$ cat src/rtl/calc_entry_sequencer.sv
// Keypad-to-ALU sequencer for the calculator: collects operand A, operator and operand B,
// launches the ALU with a start/done handshake and selects what the display scanner shows.
//
// state    | meaning
// ---------+-----------------------------------------------------------
// ENTER_A  | collecting operand A digits / sign, waiting for an operator
// ENTER_B  | collecting operand B digits / sign, waiting for '='
// WAIT_ALU | start pulse issued, waiting for alu_done or timeout
// RESULT   | scanner shows ALU result; a digit starts a new A
// ERROR    | scanner shows error pattern; only clear leaves
module calc_entry_sequencer #(
  parameter int NDIG        = 3,
  parameter int ALU_TIMEOUT = 255
) (
  input  logic              clk1kHz_i,
  input  logic              rst_n_i,
  input  logic              key_valid_i,
  input  logic [3:0]        key_code_i,
  input  logic              alu_done_i,
  input  logic              alu_err_i,
  output logic [4*NDIG-1:0] num1_bcd_o,
  output logic              num1_neg_o,
  output logic [4*NDIG-1:0] num2_bcd_o,
  output logic              num2_neg_o,
  output logic [1:0]        opcode_o,
  output logic              op_valid_o,
  output logic              alu_start_o,
  output logic              show_result_o,
  output logic              err_o
);

  localparam int CW = $clog2(NDIG + 1);
  localparam int TW = $clog2(ALU_TIMEOUT + 1);
  localparam int BW = 4 * NDIG;

  localparam logic [3:0] K_ADD = 4'd10;
  localparam logic [3:0] K_SUB = 4'd11;
  localparam logic [3:0] K_DIV = 4'd13;
  localparam logic [3:0] K_EQ  = 4'd14;
  localparam logic [3:0] K_CLR = 4'd15;

  typedef enum logic [2:0] {
    ENTER_A  = 3'd0,
    ENTER_B  = 3'd1,
    WAIT_ALU = 3'd2,
    RESULT   = 3'd3,
    ERROR    = 3'd4
  } state_t;

  state_t          state_q, state_d;
  logic [BW-1:0]   num1_q, num1_d;
  logic [BW-1:0]   num2_q, num2_d;
  logic            neg1_q, neg1_d;
  logic            neg2_q, neg2_d;
  logic [CW-1:0]   cnt_a_q, cnt_a_d;
  logic [CW-1:0]   cnt_b_q, cnt_b_d;
  logic [1:0]      opcode_q, opcode_d;
  logic            op_valid_q, op_valid_d;
  logic            alu_start_q, alu_start_d;
  logic [TW-1:0]   timer_q, timer_d;

  logic key_digit, key_oper, key_clear, key_sub, key_eq;

  always_comb begin
    key_digit = key_valid_i && (key_code_i <= 4'd9);
    key_oper  = key_valid_i && (key_code_i >= K_ADD) && (key_code_i <= K_DIV);
    key_sub   = key_valid_i && (key_code_i == K_SUB);
    key_eq    = key_valid_i && (key_code_i == K_EQ);
    key_clear = key_valid_i && (key_code_i == K_CLR);
  end

  always_comb begin
    state_d     = state_q;
    num1_d      = num1_q;
    num2_d      = num2_q;
    neg1_d      = neg1_q;
    neg2_d      = neg2_q;
    cnt_a_d     = cnt_a_q;
    cnt_b_d     = cnt_b_q;
    opcode_d    = opcode_q;
    op_valid_d  = op_valid_q;
    alu_start_d = 1'b0;
    timer_d     = timer_q;

    if (key_clear) begin
      // clear behaves exactly like reset, from any state
      state_d    = ENTER_A;
      num1_d     = '0;
      num2_d     = '0;
      neg1_d     = 1'b0;
      neg2_d     = 1'b0;
      cnt_a_d    = '0;
      cnt_b_d    = '0;
      opcode_d   = 2'b00;
      op_valid_d = 1'b0;
      timer_d    = '0;
    end else begin
      case (state_q)
        ENTER_A: begin
          if (key_digit) begin
            if (cnt_a_q < CW'(NDIG)) begin
              num1_d  = {num1_q[BW-5:0], key_code_i};
              cnt_a_d = cnt_a_q + 1'b1;
            end
          end else if (key_sub && (cnt_a_q == '0)) begin
            neg1_d = ~neg1_q;
          end else if (key_oper && (cnt_a_q != '0)) begin
            opcode_d   = 2'(key_code_i - K_ADD);
            op_valid_d = 1'b1;
            state_d    = ENTER_B;
          end
        end

        ENTER_B: begin
          if (key_digit) begin
            if (cnt_b_q < CW'(NDIG)) begin
              num2_d  = {num2_q[BW-5:0], key_code_i};
              cnt_b_d = cnt_b_q + 1'b1;
            end
          end else if (key_sub && (cnt_b_q == '0)) begin
            neg2_d = ~neg2_q;
          end else if (key_eq && (cnt_b_q != '0)) begin
            alu_start_d = 1'b1;
            timer_d     = '0;
            state_d     = WAIT_ALU;
          end
        end

        WAIT_ALU: begin
          // a completion in the timeout cycle still counts as completion
          if (alu_done_i) begin
            state_d = alu_err_i ? ERROR : RESULT;
          end else if (timer_q == TW'(ALU_TIMEOUT - 1)) begin
            state_d = ERROR;
          end else begin
            timer_d = timer_q + 1'b1;
          end
        end

        RESULT: begin
          if (key_digit) begin
            num1_d     = {{(BW-4){1'b0}}, key_code_i};
            cnt_a_d    = CW'(1);
            num2_d     = '0;
            cnt_b_d    = '0;
            neg1_d     = 1'b0;
            neg2_d     = 1'b0;
            opcode_d   = 2'b00;
            op_valid_d = 1'b0;
            state_d    = ENTER_A;
          end
        end

        ERROR: begin
          state_d = ERROR;
        end

        default: begin
          state_d = ENTER_A;
        end
      endcase
    end
  end

  always_ff @(posedge clk1kHz_i) begin
    if (!rst_n_i) begin
      state_q     <= ENTER_A;
      num1_q      <= '0;
      num2_q      <= '0;
      neg1_q      <= 1'b0;
      neg2_q      <= 1'b0;
      cnt_a_q     <= '0;
      cnt_b_q     <= '0;
      opcode_q    <= 2'b00;
      op_valid_q  <= 1'b0;
      alu_start_q <= 1'b0;
      timer_q     <= '0;
    end else begin
      state_q     <= state_d;
      num1_q      <= num1_d;
      num2_q      <= num2_d;
      neg1_q      <= neg1_d;
      neg2_q      <= neg2_d;
      cnt_a_q     <= cnt_a_d;
      cnt_b_q     <= cnt_b_d;
      opcode_q    <= opcode_d;
      op_valid_q  <= op_valid_d;
      alu_start_q <= alu_start_d;
      timer_q     <= timer_d;
    end
  end

  assign num1_bcd_o    = num1_q;
  assign num1_neg_o    = neg1_q;
  assign num2_bcd_o    = num2_q;
  assign num2_neg_o    = neg2_q;
  assign opcode_o      = opcode_q;
  assign op_valid_o    = op_valid_q;
  assign alu_start_o   = alu_start_q;
  assign show_result_o = (state_q == RESULT);
  assign err_o         = (state_q == ERROR);

endmodule

$ cat config.mk
export PLATFORM = sky130hd
export DESIGN_NAME = calc_entry_sequencer
export DESIGN_NICKNAME = d
export VERILOG_FILES = /design/src/rtl/calc_entry_sequencer.sv
export SDC_FILE = /design/constraint.sdc
export NUM_CORES = 1
export LEC_CHECK = 0
export CORE_ASPECT_RATIO = 1.2
export CORE_UTILIZATION = 51
export DETAILED_ROUTE_END_ITERATION = 8
export HOLD_SLACK_MARGIN = 0.12
export PLACE_DENSITY = 0.79
export SLEW_MARGIN = 20
export SYNTH_ARGS = -nofsm -noshare
export SYNTH_HDL_FRONTEND = slang
export SYNTH_SLANG_ARGS = --single-unit
$ cat constraint.sdc
create_clock -name clk1kHz_i -period 2.48 [get_ports clk1kHz_i]
set_clock_uncertainty 0.2 [all_clocks]
set_input_delay 0.372 -clock clk1kHz_i [delete_from_list [all_inputs] [get_ports clk1kHz_i]]
set_output_delay 0.372 -clock clk1kHz_i [all_outputs]
set_load 0.005 [all_outputs]
==> metrics.md <==
| Metric | Value |
|---|---|
| Sequential share of power | `51.7%` |
| Wire per inst | `13.9 um` |
| Initial antenna violation count | `0` |
| Sequential fraction of the synthesis area | `44.4%` |
| Synth Flop Type | `dfxtp_1` |
| Ports | `41` |
| CTS Buffer Depth | `2` |
| Comb power frac | `8.4%` |
| LEAKAGE | `0.990 nW` |
| Ys async rst share | `0%` |
| Most frequent cells in the layout | `dfxtp_1 (45), clkdlybuf4s50_1 (40), nor2_1 (35), a22oi_1 (21)` |
| First-pass GRT wire length | `7100 um` |
| CTS tree | `done` |
| Die ar. | `4240 um2` |
| Via Count | `1750` |
| Layout Nets | `278` |
| Fillers | `316` |
| Status | `completed` |
| Power Internal | `1.12 mW` |
| Number of global-route vias before repair | `1603` |
| Synth area leader | `dfxtp_1` |
| Hold_buf cts | `0` |
| Vias per inst | `5.54` |
| Final Hold Viols | `0` |
| Crit. Startpoint | `state_q[0]$_SDFFE_PP0P_` |
| Worst r2r path cells | `4` |
| Ys Warns | `0` |
| Post-CTS setup buffers | `0` |
| CP Capture Type | `primary output` |
| Final count of pins violating max slew | `0` |
| Area growth from synthesis to layout | `28.2%` |
| Met3 wire length | `190 um` |
| Commonest non-fill, non-tap cell in the layout | `dfxtp_1` |
| Max VDD drop | `0.000472 V` |
| DRC viols | `0` |
| Sw frac | `22.1%` |
| Reported net switching power | `0.318 mW` |
| Share of post-route cells with drive strength above 1 | `9.85%` |
| First-pass DRT Iterations | `5` |
| Top post-synthesis cells by area | `dfxtp_1 (44%), a22oi_1 (7.8%), nor2_1 (6.5%), ha_1 (3.7%), mux2i_1 (3.5%)` |
| Chip width | `59.6 um` |
| CTS root buf | `clkbuf_8` |
| WL final | `4390 um` |
| ANT cells | `0` |
| Detail Route Antenna Nets | `0` |
| End of the critical path | `show_result_o` |
| Htree depth | `2` |
| Cells after DPL | `308` |
| Worst Path Required | `1.91 ns` |
| Reg2reg end | `timer_q[5]$_SDFFE_PP0P_` |
| Fmax | `443 MHz` |
| CP max FO | `11` |
| Area of the core | `3720 um2` |
| Pre-CTS WS | `0.168 ns` |
| Layout Cells excl Fill | `316` |
| R2R Setup Slk | `0.43 ns` |
| Met1 Wirelength | `1980 um` |
| Iteration-0 DRC count of the detailed router | `82` |
| Port Buffers | `40` |
| Clock power share | `39.9%` |
| Largest net degree at the start of global routing | `25` |
| Reg-to-reg startpoint | `state_q[1]$_SDFFE_PP0P_` |
| GRT Total Usage | `21.7%` |
| #FFs+latches synth | `45` |
| Die Y | `71.1 um` |
| Max-Cap Viols | `0` |
| Setup CP Type | `reg2out` |
| Worst slew margin | `63.1%` |
| Startpoint Class | `flop` |
| GRT Residual Overflow | `0` |
| RSZ-0062 raised after global routing | `no` |
| Syn avg cell area | `9.36 um2` |
| Pwr per Cell Area | `553 nW/um2` |
| Tmin final | `2.26 ns` |
| Worst-Skew Late Latency | `0.29 ns` |
| Placer Congestion | `0.772` |
| CTS resizes | `0` |
| Std cell rows | `24` |
| Unique masters post-synth | `45` |
| Post-synth EDFFs | `0` |
| Worst-margin pin slew | `0.550 ns` |
| Share of the synthesized area in the top cell type | `44.4%` |
| Post-synth net total | `232` |
| Met2 wire len | `2150 um` |
| Mapped cell area | `2030 um2` |
| CTS clk-pin slew, worst paths | `0.08 ns` |
| Final setup fails | `0` |
| Period Utilization, post-route | `91.1%` |
| Worst EP arrival | `1.69 ns` |
| Setup TNS | `0 ns` |
| Num CTS Buffers | `5` |
| Worst min-delay path class | `reg2reg` |
| # clock sinks | `45` |
| Final worst slack | `0.222 ns` |
| DR top layer | `met4` |
| Initial core utilization | `54.5%` |
| Post-Syn Instances | `217` |
| HPWL after detailed placement | `3110 um` |
| Tot Pwr | `1.44 mW` |
critical path: stages, from the launching register on:
cell and delay (ns):
dfxtp_1 0.57, nand3b_1 0.15, inv_1 0.15, clkdlybuf4s50_1 0.53
state kept, by name, indices dropped and copies added, names as in the netlist:
| name | count |
|---|---|
| op_valid_o | 1 |
| num2_neg_o | 1 |
| alu_start_o | 1 |
| num1_bcd_o | 12 |
| cnt_a_q | 2 |
| timer_q | 8 |
| num2_bcd_o | 12 |
| state_q | 3 |
| num1_neg_o | 1 |
| cnt_b_q | 2 |
| opcode_o | 2 |
worst min-delay path by stage:
stage                                       start                      end  slack (ns)  depth (start not counted)
after floorplan           timer_q[5]$_SDFFE_PP0P_  timer_q[5]$_SDFFE_PP0P_        0.25                          2
after global placement    timer_q[5]$_SDFFE_PP0P_  timer_q[5]$_SDFFE_PP0P_        0.26                          2
after detailed placement  timer_q[7]$_SDFFE_PP0P_  timer_q[7]$_SDFFE_PP0P_        0.28                          2
after CTS                 timer_q[7]$_SDFFE_PP0P_  timer_q[7]$_SDFFE_PP0P_        0.29                          2
after global routing      timer_q[7]$_SDFFE_PP0P_  timer_q[7]$_SDFFE_PP0P_        0.31                          2
final                     timer_q[5]$_SDFFE_PP0P_  timer_q[5]$_SDFFE_PP0P_        0.29                          2
Yosys cell counts, types with 2 or more instances:
master    instances
a21oi_1           8
a22oi_1          21
and3_1            6
buf_2             2
buf_6             6
clkbuf_1          3
dfxtp_1          45
ha_1              6
inv_1            10
mux2i_1           7
nand2_1          11
nand2b_1          2
nand3_1           6
nand3b_1          2
nand4_1           2
nor2_1           35
nor3_1            2
nor3b_1           2
nor4_1            2
o211ai_1          5
o21a_1            2
o21ai_0           2
o31ai_1           2
or4_1             2
xnor2_1           2
xor2_1            5
per-layer routing:
metal	track usage [%]	vias to the layer above
met4	8.01	0
met2	35.7	39
met5	0	-
met1	27.6	834
li1	-	869
met3	4.57	8
stage by stage:
| step | util (%) | area, um2 | hold WS, ns |
|---|---|---|---|
| 6_report | 69.9 | 2600 | 0.290 |
| 2_1_floorplan | - | 2030 | 0.252 |
| 3_5_place_dp | 66.7 | 2480 | 0.276 |
| 4_1_cts | 69.9 | 2600 | 0.289 |
| 3_3_place_gp | 66.7 | 2480 | 0.264 |
| 5_1_grt | 69.9 | 2600 | 0.313 |
logic make-up (layout without fill, tap and decap cells):
logic type	Yosys count	count (layout)	synth area share (%)
buffers and inverters	22	69	6.59
muxes	7	7	3.45
and+or+nand+nor	84	84	22.7
AOI/OAI and AO/OA	46	46	16.1
adders and majority gates	6	6	3.70
xor gates and xnor gates	7	7	3.02
DFF	45	45	44.4
cell type report:
cell class,instances,area [um2],share of cell area (%)
clock buffer,6,82.6,3.17
clock inverter,2,37.5,1.44
timing repair buffer,51,483,18.6
tap,52,65.1,2.50
sequential,45,901,34.6
multi-input combinational,150,996,38.3
inverter,10,37.5,1.44
power by group through the flow:
stage	clock, mW	combinational [mW]	sequential (mW)
after global placement	0	0.118	0.760
after detailed placement	0	0.120	0.760
after floorplan	0	0.0708	0.758
after global routing	0.610	0.132	0.745
after CTS	0.583	0.122	0.743
final	0.574	0.121	0.743
Power figures use the tool's default switching activity.
